`config.mk`:
```
export PLATFORM = sky130hd
export DESIGN_NAME = pipe_hazard_ctrl
export DESIGN_NICKNAME = d
export VERILOG_FILES = /design/src/rtl/pipe_hazard_ctrl.sv
export SDC_FILE = /design/constraint.sdc
export NUM_CORES = 1
export LEC_CHECK = 0
export ABC_AREA = 1
export BUFFER_PORTS_ARGS = -buffer_cell sky130_fd_sc_hd__buf_4
export CAP_MARGIN = 20
export CORE_ASPECT_RATIO = 0.5
export CORE_MARGIN = 3
export CORE_UTILIZATION = 55
export DETAILED_ROUTE_END_ITERATION = 10
export HOLD_SLACK_MARGIN = 0.1
export PLACE_DENSITY = 0.91
export SLEW_MARGIN = 40
export SYNTH_ARGS = -nofsm -noshare
export SYNTH_HDL_FRONTEND = slang
export SYNTH_SLANG_ARGS = --single-unit
export TNS_END_PERCENT = 5
```
`constraint.sdc`:
```
create_clock -name clk_i -period 2.2 [get_ports clk_i]
set_input_delay 0.44 -clock clk_i [delete_from_list [all_inputs] [get_ports clk_i]]
set_output_delay 0.44 -clock clk_i [all_outputs]
set_load 0.01 [all_outputs]
```
`src/rtl/pipe_hazard_ctrl.sv`:
```
// -----------------------------------------------------------------------------
// pipe_hazard_ctrl
//
// Central stall/flush sequencer for a 5-stage pipeline. Produces the global
// pipeline-register enable and the local IF/ID / ID/EX controls for three
// events:
//   * multi-cycle data-memory handshakes for the op held in EX/MEM
//     (global freeze),
//   * load-use hazards (one bubble into ID/EX, PC and IF/ID held),
//   * taken branches resolved in ID (IF/ID flushed to NOP).
// Priority: global freeze > load-use > branch flush.
// A data-memory access that waits longer than TIMEOUT_CYCLES moves the FSM to
// a sticky ERROR state, which only reset can leave. A saturating counter
// records the number of stall cycles.
//
// Parameters:
//   TIMEOUT_CYCLES  max consecutive MEM_WAIT cycles before ERROR (1..255)
//   CNT_W           width of stall_cnt_o
//
// Ports:
//   clk_i           clock, rising edge
//   rst_i           synchronous reset, active-high
//   IDEX_MemRead_i  ID/EX holds a load
//   IDEX_Rt_i       load destination register in ID/EX
//   IFID_Rs_i       rs of the instruction in IF/ID
//   IFID_Rt_i       rt of the instruction in IF/ID
//   Branch_i        branch taken, resolved in ID
//   mem_req_i       EX/MEM op accesses data memory
//   mem_ack_i       data memory completes the current access this cycle
//   pcEnable_o      global pipeline-register enable (0 freezes all stages)
//   PC_write_o      PC update enable
//   IFID_write_o    IF/ID load enable
//   IFID_flush_o    IF/ID clears to NOP
//   IDEX_bubble_o   ID/EX loads zeroed control
//   mem_busy_o      FSM is in MEM_WAIT
//   error_o         sticky memory-timeout error
//   stall_cnt_o     saturating count of stall cycles
// -----------------------------------------------------------------------------
module pipe_hazard_ctrl #(
  parameter int unsigned TIMEOUT_CYCLES = 64,
  parameter int unsigned CNT_W          = 16
) (
  input  logic             clk_i,
  input  logic             rst_i,
  input  logic             IDEX_MemRead_i,
  input  logic [4:0]       IDEX_Rt_i,
  input  logic [4:0]       IFID_Rs_i,
  input  logic [4:0]       IFID_Rt_i,
  input  logic             Branch_i,
  input  logic             mem_req_i,
  input  logic             mem_ack_i,
  output logic             pcEnable_o,
  output logic             PC_write_o,
  output logic             IFID_write_o,
  output logic             IFID_flush_o,
  output logic             IDEX_bubble_o,
  output logic             mem_busy_o,
  output logic             error_o,
  output logic [CNT_W-1:0] stall_cnt_o
);

  typedef enum logic [1:0] {
    ST_RUN      = 2'd0,
    ST_MEM_WAIT = 2'd1,
    ST_ERROR    = 2'd2
  } state_e;

  localparam logic [7:0]       TIMEOUT_V = 8'(TIMEOUT_CYCLES);
  localparam logic [CNT_W-1:0] CNT_MAX   = '1;
  localparam logic [CNT_W-1:0] CNT_ONE   = CNT_W'(1);

  state_e           state_q, state_d;
  logic [7:0]       wait_cnt_q, wait_cnt_d;
  logic [CNT_W-1:0] stall_cnt_q, stall_cnt_d;

  logic pc_en;
  logic lu;
  logic stall_cycle;

  // Load-use: the load in ID/EX writes a register the IF/ID instruction reads.
  // Register 0 is hard-wired, so it never creates a dependency.
  assign lu = IDEX_MemRead_i
            & (IDEX_Rt_i != 5'd0)
            & ((IDEX_Rt_i == IFID_Rs_i) | (IDEX_Rt_i == IFID_Rt_i));

  // Next-state and global enable.
  always_comb begin
    // NOTE: every signal written here gets a default first, so no path through
    // the case leaves it unassigned and no latch is inferred.
    state_d    = state_q;
    wait_cnt_d = wait_cnt_q;
    pc_en      = 1'b1;

    unique case (state_q)
      ST_RUN: begin
        // A zero-wait access (req with ack) passes straight through.
        if (mem_req_i && !mem_ack_i) begin
          pc_en      = 1'b0;
          state_d    = ST_MEM_WAIT;
          wait_cnt_d = 8'd1;
        end
      end

      ST_MEM_WAIT: begin
        // The op is frozen in EX/MEM, so mem_req_i carries no new information.
        pc_en = mem_ack_i;
        if (mem_ack_i) begin
          state_d    = ST_RUN;
          wait_cnt_d = 8'd0;
        end else if (wait_cnt_q == TIMEOUT_V) begin
          state_d = ST_ERROR;
        end else begin
          wait_cnt_d = wait_cnt_q + 8'd1;
        end
      end

      ST_ERROR: begin
        pc_en = 1'b0;
      end

      default: begin
        // Unused encoding: recover to RUN with the pipeline frozen.
        pc_en      = 1'b0;
        state_d    = ST_RUN;
        wait_cnt_d = 8'd0;
      end
    endcase
  end

  // Stall cycles are counted in RUN and MEM_WAIT only; ERROR freezes the count.
  assign stall_cycle = (state_q != ST_ERROR) & (~pc_en | lu);

  always_comb begin
    stall_cnt_d = stall_cnt_q;
    if (stall_cycle && (stall_cnt_q != CNT_MAX)) begin
      stall_cnt_d = stall_cnt_q + CNT_ONE;
    end
  end

  always_ff @(posedge clk_i) begin
    // NOTE: state registers use non-blocking assignments so every flop samples
    // the pre-edge values regardless of statement order.
    if (rst_i) begin
      state_q     <= ST_RUN;
      wait_cnt_q  <= 8'd0;
      stall_cnt_q <= '0;
    end else begin
      state_q     <= state_d;
      wait_cnt_q  <= wait_cnt_d;
      stall_cnt_q <= stall_cnt_d;
    end
  end

  // Local controls: a global freeze suppresses everything, load-use beats
  // the branch flush (ID re-resolves the branch once the bubble is in).
  assign pcEnable_o    = pc_en;
  assign PC_write_o    = pc_en & ~lu;
  assign IFID_write_o  = pc_en & ~lu;
  assign IDEX_bubble_o = pc_en & lu;
  assign IFID_flush_o  = pc_en & Branch_i & ~lu;

  // Decoded from the state register only, so no input-to-output path.
  assign mem_busy_o  = (state_q == ST_MEM_WAIT);
  assign error_o     = (state_q == ST_ERROR);
  assign stall_cnt_o = stall_cnt_q;

endmodule
```
==> metrics.md, run 1 <==
| Metric | Value |
|---|---|
| N_diodes | `0` |
| Max Used Layer | `met4` |
| Share of layout cells above drive strength 1 | `a little under a fifth` |
| Placer Congestion | `1.00` |
| Post-Synth Adder-Cell Area | `under 10%` |
| PD cells | `453 nW/µm²` |
| Post-Route Utilization | `between 70% and 80%` |
| DR WL met3 | `449 µm` |
| Setup violators final | `0` |
| Worst setup margin | `0.278 ns` |
| DRT Pass-1 Iters | `4` |
| Vias | `~2200` |
| Hpwl dp | `between 3000 and 4000 µm` |
| Worst slew margin | `between 60% and 70%` |
| Total grt overflow | `0` |
| Pin count of the biggest net entering global routing | `32` |
| DIE AREA | `4320 µm²` |
| P_leak | `1.22 nW` |
| Post-synthesis compound-gate area fraction | `4.45%` |
| CP arrival | `1.48 ns` |
| Mean Syn Cell Area | `~5.8 µm²` |
| Placeable Area | `between 3000 and 4000 µm²` |
| Post-DR wirelength/cell | `11.7 µm` |
| Warnings, synthesis | `0` |
| Ports | `44` |
| Starting Density | `approximately three fifths` |
| Crit Path Max Fanout | `3` |
| Nets | `400` |
| Min Hold Slack | `between 0.3 and 0.4 ns` |
| Slew @ Worst Pin | `about 0.46 ns` |
| Post-Synth Simple-Gate Area | `between 40 and 50%` |
| Layout Skew | `about 0.0058 ns` |
| Detailed-route wire length on metal 1 | `2040 µm` |
| Crit share post-route | `87.3%` |
| Die Wd | `90.0 µm` |
| Post-Route WL | `4930 µm` |
| Post-route DRC | `0` |
| Crit end category | `primary output` |
| CTS Buffer Depth | `2` |
| Die Y | `48.0 µm` |
| Post-synthesis sequential area ratio | `between 20% and 30%` |
| FF+latch count, synth | `26` |
| Clock Latency Late Sink | `0.27 ns` |
| Initial antenna violation count | `0` |
| CTS Buf Count | `3` |
| Main combinational cell family by area after synthesis | `simple AND/OR/NAND/NOR gates` |
| RSZ-0062 raised after global routing | `false` |
| Area Growth Syn to Fin | `20.6%` |
| Post-CTS Setup Bufs | `0` |
| Cells after Synth | `334` |
| Synth top area share | `a little over a quarter` |
| Synthesized cell area | `1940 µm²` |
| First-pass GRT wire length | `8230 µm` |
| Row cnt | `14` |
| ANT nets after route | `0` |
| Final TNS setup | `0 ns` |
| Vias in the first global route | `1926` |
| Maxcap violations | `0` |
| Synth area leaders | `dfxtp_1, nand2_1, inv_1` |
| Leading area contributor after synthesis | `dfxtp_1` |
| Data required, critical path | `1.76 ns` |
| Status | `completed` |
| Vias per inst | `5.26` |
| Total GRT Usage | `between 20% and 30%` |
| Iter 0 DRT Violations | `208` |
| Post-CTS Resized | `0` |
| Port Buffer Count | `43` |
| CTS root buf | `clkbuf_8` |
| Met2 wire length | `2410 µm` |
| Critical path class | `in2out` |
| Worst slack, placed | `0.296 ns` |
| CTS tree | `done` |
| Clock Pin Slew Worst Setup and Hold Paths | `0.09 ns` |
| Hold-fix buffers at CTS | `0` |
| Worst reg-to-reg setup slack | `0.49 ns` |
| Crit start category | `primary input` |
| Max-slew violations | `0` |
| CTS H-tree lvls | `1` |
| Post-synthesis mux area share | `0%` |
| Max Clk Rate | `0.520 GHz` |
| HP Class | `in2reg` |
| Worst vdd ir | `0.274 mV` |
| Syn_nets | `358` |
| Crit path time final | `1.92 ns` |
| XOR/XNOR Fraction of Synth Area | `2.26%` |
| CTS sink cnt | `26` |
| Netlist cell types | `30` |
| Final Hold Vio Count | `0` |
-- cell families after synthesis --
logic type / after synthesis
AO/OA/AOI/OAI: 16
AND/OR/NAND/NOR: 197
buffers and inverters: 87
XOR/XNOR: 5
flip-flops: 26
adder cells (fa/ha/maj): 3
-- per-stage QoR --
| stage | instance area, µm² | cells | power [mW] |
|---|---|---|---|
| floorplan | 1940 | 334 | 0.668 |
| global placement | 2280 | 419 | 0.742 |
| detailed placement | 2280 | 419 | 0.750 |
| CTS | 2340 | 423 | 1.06 |
| global route | 2340 | 423 | 1.11 |
| finish | 2340 | 423 | 1.06 |
-- worst paths after layout --
kind	startpoint	endpoint	cells after the start
max	IDEX_Rt_i[1]	IFID_flush_o	9
min	rst_i	wait_cnt_q[7]	2
min reg2reg	wait_cnt_q[4]	wait_cnt_q[4]	2
max reg2reg	wait_cnt_q[0]	wait_cnt_q[2]	8
-- report_power, final --
| part | internal (mW) | switching (mW) | leakage [nW] | total [mW] |
|---|---|---|---|---|
| combinational | 0.102 | 0.142 | 0.978 | 0.244 |
| sequential | 0.484 | 0.0141 | 0.211 | 0.498 |
| clock | 0.160 | 0.156 | 0.0288 | 0.316 |
| total | 0.746 | 0.312 | 1.22 | 1.06 |
-- cell usage after synthesis --
cell type and n:
o21ai_0 4, nand4_1 25, nand2_1 92, xor2_1 2, nor4_1 1, o21ai_2 1
and3_1 1, nor2_2 7, nand3_1 24, clkbuf_4 1, clkinv_1 1, or2_2 1
clkbuf_1 3, buf_2 1, o211ai_1 1, nand4_2 1, nor3_1 2, nor4_2 1
buf_6 2, a21oi_1 10, xnor2_1 3, buf_4 2, nand2_2 2, inv_1 73
nor2_1 38, nand3_2 1, dfxtp_1 26, nand2_4 1, inv_2 4, ha_1 3
-- state kept, by name, indices dropped and copies added, names as in the netlist --
signal       flops
stall_cnt_o     16
wait_cnt_q       8
state_q          2
-- metal layers --
metal	vias to the layer above	GRT usage [%]
met1	1002	25.3
met2	106	48.5
met3	6	6.12
met4	0	5.78
li1	1110	-
met5	-	0
-- layout by cell type, fill, tap and decap left out, types with 2 or more instances in the layout --
cell type and n:
nor3_1 2, o21ai_0 4, inv_2 4, xor2_1 2, nor2_2 7, nand2_2 2
buf_4 46, nand4_1 25, xnor2_1 3, nand2_1 92, clkbuf_8 4, nand3_1 24
a21oi_1 10, ha_1 3, nor2_1 38, dfxtp_1 26, inv_1 73
-- critical path, cell delays in order --
cell	delay, ns
buf_4	0.12
inv_1	0.09
nand4_1	0.09
o21ai_0	0.23
inv_1	0.09
nand2_2	0.12
nand2_4	0.08
nor2_1	0.10
buf_4	0.13
-- area by class of cell --
class                      instances  area [µm²]
clock buffer                       4        55.1
timing repair buffer              46         345
sequential                        26         520
multi-input combinational        221        1060
tap                               48        60.1
inverter                          78         293
fill                             284         851
(Power assumes the default switching activity.)
==> inputs of run 2 (changes only) <==
- CORE_UTILIZATION: 55 -> 54
- PLACE_DENSITY: 0.91 -> 0.9
- clock period: 2.2 -> 2.1 ns (I/O delays scaled with it)
==> run 2 against run 1 <==
  * Clock power down 8.9%
  * Setup slack lost 0.049 ns
  * Clock skew about the same
  * Cell count fell by 0.24%
  * Critical path type is now reg2out
  * Combinational power is 5% higher
  * Non-clock buffer count stayed put
  * Hold slack got worse by 0.024 ns
  * Count of clock-buffer cells in the layout fell by 1
  * Global-route usage decreased by 1.4 points
  * Core utilization is 0.83 points lower
  * Largest cell class unchanged
  * Largest power group unchanged
  * Via count down 3.1%
  * Highest routed layer unchanged
==> metrics.md, run 2 (same netlist as run 1, synthesis figures left out) <==
| Metric | Value |
|---|---|
| Status | `completed` |
| CP arrival | `1.45 ns` |
| Post-Route WL | `4800 µm` |
| Sequential share of power | `about half` |
| Vias | `2156` |
| Switch Pwr | `324 µW` |
| Crit Path Max Fanout | `17` |
| Worst vdd ir | `0.265 mV` |
| CTS tree | `done` |
| Final Hold Vio Count | `0` |
| Final TNS setup | `0 ns` |
| Post-CTS Resized | `0` |
| Seq. cell area | `520 µm²` |
| Worst slew margin | `70.4%` |
| Area occupied by multi-input gates | `around 1100 µm²` |
| Area Growth Syn to Fin | `19.9%` |
| Placer Congestion | `0.919` |
| Port Buffer Count | `between 40 and 50` |
| Critical path class | `reg2out` |
| Crit end category | `primary output` |
| Placed cell area | `2280 µm²` |
| Vias in the first global route | `1990` |
| PD cells | `459 nW/µm²` |
| Comb power frac | `24.0%` |
| Vias per inst | `5.11` |
| Post-route DRC | `0` |
| Worst slack, placed | `0.178 ns` |
| Total grt overflow | `0` |
| Max FFs per register | `16` |
| Commonest non-fill, non-tap cells in the layout | `nand2_1, inv_1, buf_4` |
| CTS H-tree lvls | `1` |
| Layout Skew | `0.00548 ns` |
| Crit path time final | `~1.9 ns` |
| Max-slew violations | `0` |
| Die Y | `48.4 µm` |
| Worst hold stages | `2` |
| Placeable Area | `3210 µm²` |
| Layout fillers | `278` |
| Sw Ratio | `30.4%` |
| Commonest non-fill, non-tap cell in the layout | `nand2_1` |
| CTS Buf Count | `3` |
| Nets | `400` |
| ANT nets after route | `0` |
| Data required, critical path | `1.68 ns` |
| Crit start category | `flip-flop` |
| Post-CTS Setup Bufs | `0` |
| Clock Latency Late Sink | `roughly 0.27 ns` |
| Total GRT Usage | `21.9%` |
| Pin count of the biggest net entering global routing | `32` |
| RSZ-0062 raised after global routing | `false` |
| CTS root buf | `clkbuf_8` |
| Finished Cell Area | `roughly 2300 µm²` |
| Setup violators final | `0` |
| Max Clk Rate | `0.534 GHz` |
| Starting Density | `60.5%` |
| Slew @ Worst Pin | `0.441 ns` |
| Initial antenna violation count | `0` |
| DIE AREA | `approximately 4400 µm²` |
| N_diodes | `0` |
| Share of layout cells above drive strength 1 | `18.2%` |
| P_leak | `1.21 nW` |
| Hpwl dp | `3730 µm` |
| DRT Pass-1 Iters | `4` |
| Post-DR wirelength/cell | `approximately 11 µm` |
| Internal power | `742 µW` |
| Hold-fix buffers at CTS | `0` |
| First-pass GRT wire length | `approximately 8000 µm` |
| Worst setup margin | `0.229 ns` |
| Min Hold Slack | `0.367 ns` |
| Cells on worst reg2reg path | `10` |
| Die Wd | `90.7 µm` |
| CTS Buffer Depth | `2` |
| Maxcap violations | `0` |
| HP Class | `in2reg` |
| CTS sink cnt | `26` |
| Clock share of power | `between 20% and 30%` |
| Row cnt | `14` |
| Iter 0 DRT Violations | `140` |
| Crit share post-route | `89.1%` |
| Ports | `44` |
| Clock Pin Slew Worst Setup and Hold Paths | `0.09 ns` |
-- run 2: changes by cell type in the layout (fill, tap and decap cells not counted) --
cell,delta
clkbuf_8,-1
-- run 2: power by group through the flow --
| stage | combinational (mW) | clock, mW | sequential (mW) |
|---|---|---|---|
| after floorplan | 0.164 | 0 | 0.536 |
| after global placement | 0.243 | 0 | 0.533 |
| after detailed placement | 0.256 | 0 | 0.534 |
| after CTS | 0.256 | 0.302 | 0.522 |
| after global routing | 0.287 | 0.322 | 0.526 |
| final | 0.256 | 0.288 | 0.523 |
-- run 2: metrics by stage --
step | utilization [%] | total power [mW] | instances
CTS | 72.5 | 1.08 | 422
floorplan | - | 0.700 | 334
detailed placement | 71.2 | 0.790 | 419
finish | 72.5 | 1.07 | 422
global placement | 71.2 | 0.776 | 419
global route | 72.5 | 1.13 | 422
-- run 2: worst paths after layout --
path / endpoint / start / slack (ns)
max: IFID_flush_o / state_q[1] / 0.23
min: wait_cnt_q[7] / rst_i / 0.37
max reg2reg: stall_cnt_o[6] / stall_cnt_o[1] / 0.41
min reg2reg: wait_cnt_q[4] / wait_cnt_q[4] / 0.49
-- run 2: layout make-up --
cell class / instances / share of cell area [%]
Inverter: 78 / 12.6
Clock buffer: 3 / 1.78
Timing Repair Buffer: 46 / 14.9
Sequential cell: 26 / 22.4
Multi-Input combinational cell: 221 / 45.8
Tap cell: 48 / 2.58
-- run 2: critical path, stage by stage, from the launching register on --
cell and delay [ns]:
dfxtp_1 0.33, inv_1 0.07, nand2_1 0.11, o21ai_2 0.25
nand2_4 0.17, nor2_1 0.12, buf_4 0.13
-- run 2: layer usage --
metal	up-vias	track usage, %	part of all wire (%)
met5	-	0	0
met2	82	38.0	46
met3	12	6.81	7.4
li1	1105	-	-
met1	957	24.8	45
met4	0	10.4	1.5
